File: src/rtl/uart_tx_cfg.sv
// Parametrised UART transmitter with a one-entry holding register and per-frame parity/stop config.
// Latency: frame accepted at edge T drives the start bit from edge T+1 when idle; back-to-back frames have no idle gap.
// Backpressure: o_ready reflects the holding register only; a new frame is accepted whenever it is empty.
module uart_tx_cfg #(
  parameter int NB_DATA    = 8,
  parameter int OVERSAMPLE = 16,
  parameter int NB_CNT     = $clog2(2*OVERSAMPLE)
) (
  input  logic               i_clk,
  input  logic               i_reset,
  input  logic               i_tick,
  input  logic               i_valid,
  input  logic [NB_DATA-1:0] i_data,
  input  logic               i_parity_en,
  input  logic               i_parity_odd,
  input  logic [1:0]         i_stop_sel,
  output logic               o_ready,
  output logic               o_data,
  output logic               o_busy,
  output logic               o_done
);

  localparam int NB_IDX = (NB_DATA > 1) ? $clog2(NB_DATA) : 1;

  typedef enum logic [2:0] {IDLE, START, DATA, PARITY, STOP} state_t;

  state_t state, state_nxt;

  // Holding register; o_ready doubles as its "empty" flag.
  logic [NB_DATA-1:0] hold_data;
  logic               hold_par_en;
  logic               hold_par_odd;
  logic [1:0]         hold_stop;

  // Frame in flight, captured from the holding register at load time.
  logic [NB_DATA-1:0] shift;
  logic               par_en;
  logic               par_bit;
  logic [1:0]         stop_sel;
  logic [NB_CNT-1:0]  cnt;
  logic [NB_IDX-1:0]  idx;

  logic [NB_CNT-1:0]  stop_last;
  logic               bit_end, stop_end, seg_end, last_bit, load, accept;
  logic [NB_IDX-1:0]  idx_nxt;
  logic               data_nxt, busy_nxt, done_nxt;

  // Decode the last tick of the stop period from the latched stop selection.
  always_comb begin
    case (stop_sel)
      2'b00:   stop_last = NB_CNT'(OVERSAMPLE - 1);
      2'b01:   stop_last = NB_CNT'(3 * OVERSAMPLE / 2 - 1);
      default: stop_last = NB_CNT'(2 * OVERSAMPLE - 1);
    endcase
  end

  assign bit_end  = i_tick && (cnt == NB_CNT'(OVERSAMPLE - 1));
  assign stop_end = i_tick && (cnt == stop_last);
  assign seg_end  = (state == STOP) ? stop_end : bit_end;
  assign last_bit = (idx == NB_IDX'(NB_DATA - 1));
  // Shifter is refilled either from idle or straight out of the last stop tick.
  assign load     = !o_ready && ((state == IDLE) || ((state == STOP) && stop_end));
  assign accept   = i_valid && o_ready;
  assign idx_nxt  = ((state == DATA) && bit_end) ? idx + NB_IDX'(1) : idx;

  // State register and registered line outputs.
  always_ff @(posedge i_clk) begin
    if (i_reset) begin
      state  <= IDLE;
      o_data <= 1'b1;
      o_busy <= 1'b0;
      o_done <= 1'b0;
    end else begin
      state  <= state_nxt;
      o_data <= data_nxt;
      o_busy <= busy_nxt;
      o_done <= done_nxt;
    end
  end

  // Next-state logic; without a tick only the idle load can move the FSM.
  always_comb begin
    state_nxt = state;
    case (state)
      IDLE:    if (!o_ready) state_nxt = START;
      START:   if (bit_end) state_nxt = DATA;
      DATA:    if (bit_end && last_bit) state_nxt = par_en ? PARITY : STOP;
      PARITY:  if (bit_end) state_nxt = STOP;
      STOP:    if (stop_end) state_nxt = o_ready ? IDLE : START;
      default: state_nxt = IDLE;
    endcase
  end

  // Output values for the next cycle, derived from the state being entered.
  always_comb begin
    data_nxt = 1'b1;
    case (state_nxt)
      START:   data_nxt = 1'b0;
      DATA:    data_nxt = shift[idx_nxt];
      PARITY:  data_nxt = par_bit;
      default: data_nxt = 1'b1;
    endcase
    busy_nxt = (state_nxt != IDLE);
    done_nxt = (state == STOP) && stop_end;
  end

  // Holding register: filled on handshake, emptied when moved into the shifter.
  always_ff @(posedge i_clk) begin
    if (i_reset) begin
      o_ready      <= 1'b1;
      hold_data    <= '0;
      hold_par_en  <= 1'b0;
      hold_par_odd <= 1'b0;
      hold_stop    <= 2'b00;
    end else if (accept) begin
      o_ready      <= 1'b0;
      hold_data    <= i_data;
      hold_par_en  <= i_parity_en;
      hold_par_odd <= i_parity_odd;
      hold_stop    <= i_stop_sel;
    end else if (load) begin
      o_ready <= 1'b1;
    end
  end

  // Shifter, frame config, tick counter and bit index.
  always_ff @(posedge i_clk) begin
    if (i_reset) begin
      shift    <= '0;
      par_en   <= 1'b0;
      par_bit  <= 1'b0;
      stop_sel <= 2'b00;
      cnt      <= '0;
      idx      <= '0;
    end else if (load) begin
      shift    <= hold_data;
      par_en   <= hold_par_en;
      par_bit  <= (^hold_data) ^ hold_par_odd;
      stop_sel <= hold_stop;
      cnt      <= '0;
      idx      <= '0;
    end else begin
      if (i_tick && (state != IDLE))
        cnt <= seg_end ? '0 : cnt + NB_CNT'(1);
      idx <= idx_nxt;
    end
  end

endmodule

File: config.mk
export PLATFORM = sky130hd
export DESIGN_NAME = uart_tx_cfg
export DESIGN_NICKNAME = d
export VERILOG_FILES = /design/src/rtl/uart_tx_cfg.sv
export SDC_FILE = /design/constraint.sdc
export NUM_CORES = 1
export LEC_CHECK = 0
export ABC_AREA = 1
export BUFFER_PORTS_ARGS = -buffer_cell sky130_fd_sc_hd__buf_2
export CORE_MARGIN = 2
export CORE_UTILIZATION = 62
export CTS_CLUSTER_DIAMETER = 30
export DETAILED_ROUTE_END_ITERATION = 8
export PLACE_DENSITY_LB_ADDON = 0.3
export SKIP_CTS_REPAIR_TIMING = 1
export SKIP_LAST_GASP = 1
export SLEW_MARGIN = 20
export SYNTH_ARGS = -nofsm -noshare
export SYNTH_HDL_FRONTEND = slang
export SYNTH_SLANG_ARGS = --single-unit
File: constraint.sdc
create_clock -name i_clk -period 4.1 [get_ports i_clk]
set_clock_uncertainty 0.15 [all_clocks]
set_input_delay 0.41 -clock i_clk [delete_from_list [all_inputs] [get_ports i_clk]]
set_output_delay 0.41 -clock i_clk [all_outputs]
set_load 0.005 [all_outputs]
==> flow_summary.json <==
{
  "status": "completed",
  "multi_input_area_sq_um": 945,
  "vias": 1593,
  "power_density_nw_per_um2": 390,
  "crit_type": "reg2reg",
  "diodes": 0,
  "leakage_nw": 0.909,
  "initial_core_util_pct": 66.5,
  "mappedNetlistArea_sq_um": 1870,
  "synth-warning-count": 0,
  "fin_tns_setup_ns": 0,
  "clk_pin_slew_worst_paths_ns": 0.12,
  "clk_latency_ns": 0.35,
  "tightest_slew_ns": 0.624,
  "grtUsageTotal_pct": 21.3,
  "cts_tree": "yes",
  "row_count": 19,
  "fmax_ghz": 0.466,
  "rsz0062_at_grt": "no",
  "cts.path.max_buffers": 2,
  "grt_pass1_wl_um": 5580,
  "grt_max_degree": 27,
  "first_pass_iters": 4,
  "arrival_ns": 2.24,
  "setup_viol": 0,
  "crit_fanout": 8,
  "syn_area_per_cell_sq_um": 7.29,
  "cts_buffers": 5,
  "cp_data_required_time_ns": 4.20,
  "die_width_um": 58.9,
  "regArea_sq_um": 781,
  "via_per_inst": 5.17,
  "drtIter0Drc": 44,
  "wl_per_cell_um": 10.4,
  "fin_area_sq_um": 2040,
  "synth_cell_types": 28,
  "slew_viol_final": 0,
  "syn_inst": 256,
  "ant_nets": 0,
  "grt_remaining_overflow": 0,
  "post-route-period-util_pct": 52.3,
  "grt_pass1_vias": 1367,
  "dp_hpwl_um": 2430,
  "ios": 20,
  "place.gp.congestion": 0.853,
  "routed_wl_um": 3200,
  "place_area_sq_um": 1960,
  "start_kind": "flip-flop",
  "worstSetupEndpointType": "flip-flop",
  "htree_levels": 2,
  "fp.dieArea_sq_um": 3470,
  "finalHoldViolCount": 0,
  "drc": 0,
  "syn2layout_area_growth_pct": 9.12,
  "finalCriticalPeriod_ns": 2.15,
  "hold_path.class": "in2reg",
  "coreArea_sq_um": 2810,
  "fin_nets": 296,
  "maxCapViolations": 0,
  "synthesis.nets": 276,
  "n_fill_cell": 255,
  "antenna_found_initial": 0,
  "drive_above_1_share_pct": 20.6,
  "clockRootBuffer": "clkbuf_4",
  "relSlewSlack_pct": 58.3,
  "holdWs_ns": 0.0980,
  "ys_seq_elements": 39,
  "numClockSinks": 39,
  "port_buffers": 19,
  "dieHeight_um": 58.9,
  "yosysSeqAreaShare_pct": 41.8,
  "ir_drop_mv": 0.290
}
worst max-delay path, stage by stage, from the launching register on:
cell	delay [ns]
dfxtp_1	0.38
ha_1	0.18
nand2_1	0.08
nor2_1	0.10
ha_1	0.14
nand2_1	0.08
inv_2	0.12
nand3_1	0.16
nand2_1	0.13
nand2_1	0.12
nand2_1	0.09
nand3_1	0.06
nand3_1	0.09
nand2_1	0.05
nand2_1	0.05
nand3_1	0.06
path summary, 6_finish.rpt:
path | start | end | slack (ns) | cells after the start
setup reg to reg | cnt[0]$_SDFFE_PP0P_ | o_data$_SDFF_PP1_ | 1.95 | 15
hold reg to reg | cnt[1]$_SDFFE_PP0P_ | cnt[1]$_SDFFE_PP0P_ | 0.35 | 2
setup / recovery | cnt[0]$_SDFFE_PP0P_ | o_data$_SDFF_PP1_ | 1.95 | 15
hold / removal | i_valid | o_ready$_SDFFE_PP1P_ | 0.1 | 2
per-layer routing:
layer | GRT usage [%] | wire, um | vias up
met2 | 33.7 | 1400 | 33
met4 | 11.0 | 74 | 0
met5 | 0 | 0 | -
met1 | 26.7 | 1560 | 692
met3 | 5.49 | 167 | 9
li1 | - | - | 859
metrics by stage:
step                      setup WS, ns  total power, mW  util, %  cells
after floorplan                   2.18            0.521        -    256
after global placement            2.07            0.541     69.7    300
after detailed placement          1.98            0.543     69.7    300
after CTS                         1.97            0.798     72.6    308
after global routing              1.66            0.837     72.6    308
final                             1.95            0.794     72.6    308
flip-flops by register name, summed over array words and instances, names as in the netlist:
name	flops
hold_stop	2
hold_data	8
state	3
hold_par_odd	1
hold_par_en	1
par_en	1
idx	3
o_busy	1
shift	8
o_data	1
o_ready	1
stop_sel	2
o_done	1
cnt	5
par_bit	1
cell type report:
class,count,area share [%]
Clock inverter,3,2.15
Sequential cell,39,38.3
Tap cell,31,1.90
Clock buffer,5,1.84
Multi-Input combinational cell,186,46.4
Timing Repair Buffer,19,4.67
Inverter,25,4.73
power by group:
part	internal, mW	switching, mW	total (mW)
logic	0.0458	0.0649	0.111
registers	0.405	0.0197	0.425
clock network	0.128	0.130	0.259
total	0.579	0.215	0.794
cell usage in the layout (no fill, tap or decap), types with 2 or more instances in the layout:
cell type,count
buf_2,19
inv_2,11
dfxtp_1,39
clkbuf_4,5
nand3b_1,3
o21ai_0,17
inv_1,13
a21oi_1,5
xnor2_1,5
xor2_1,3
nor2_4,2
nor2_1,52
ha_1,4
nor2_2,12
nand2_1,42
nand3_1,15
o21ai_1,17
synthesized netlist by cell type, drive strengths merged:
library cell	instances	area (sq um)
a21oi	5	25.0
buf	3	33.8
clkbuf	3	11.3
dfxtp	39	781
ha	4	50.1
inv	25	96.4
nand2	45	195
nand3	15	75.1
nand3b	3	22.5
nand4	1	6.26
nor2	66	293
nor3	2	15.0
o21ai	34	170
o311ai	1	8.76
o31ai	1	7.51
or2	1	6.26
xnor2	5	43.8
xor2	3	26.3
cell families after synthesis:
kind of cell / Yosys count / synth area share (%)
flops: 39 / 41.8
compound gates: 41 / 11.3
fa+ha+maj: 4 / 2.68
buf+inv: 31 / 7.57
simple gates: 133 / 32.8
xor+xnor: 8 / 3.75
No activity file was read; power rests on OpenSTA's default activity.
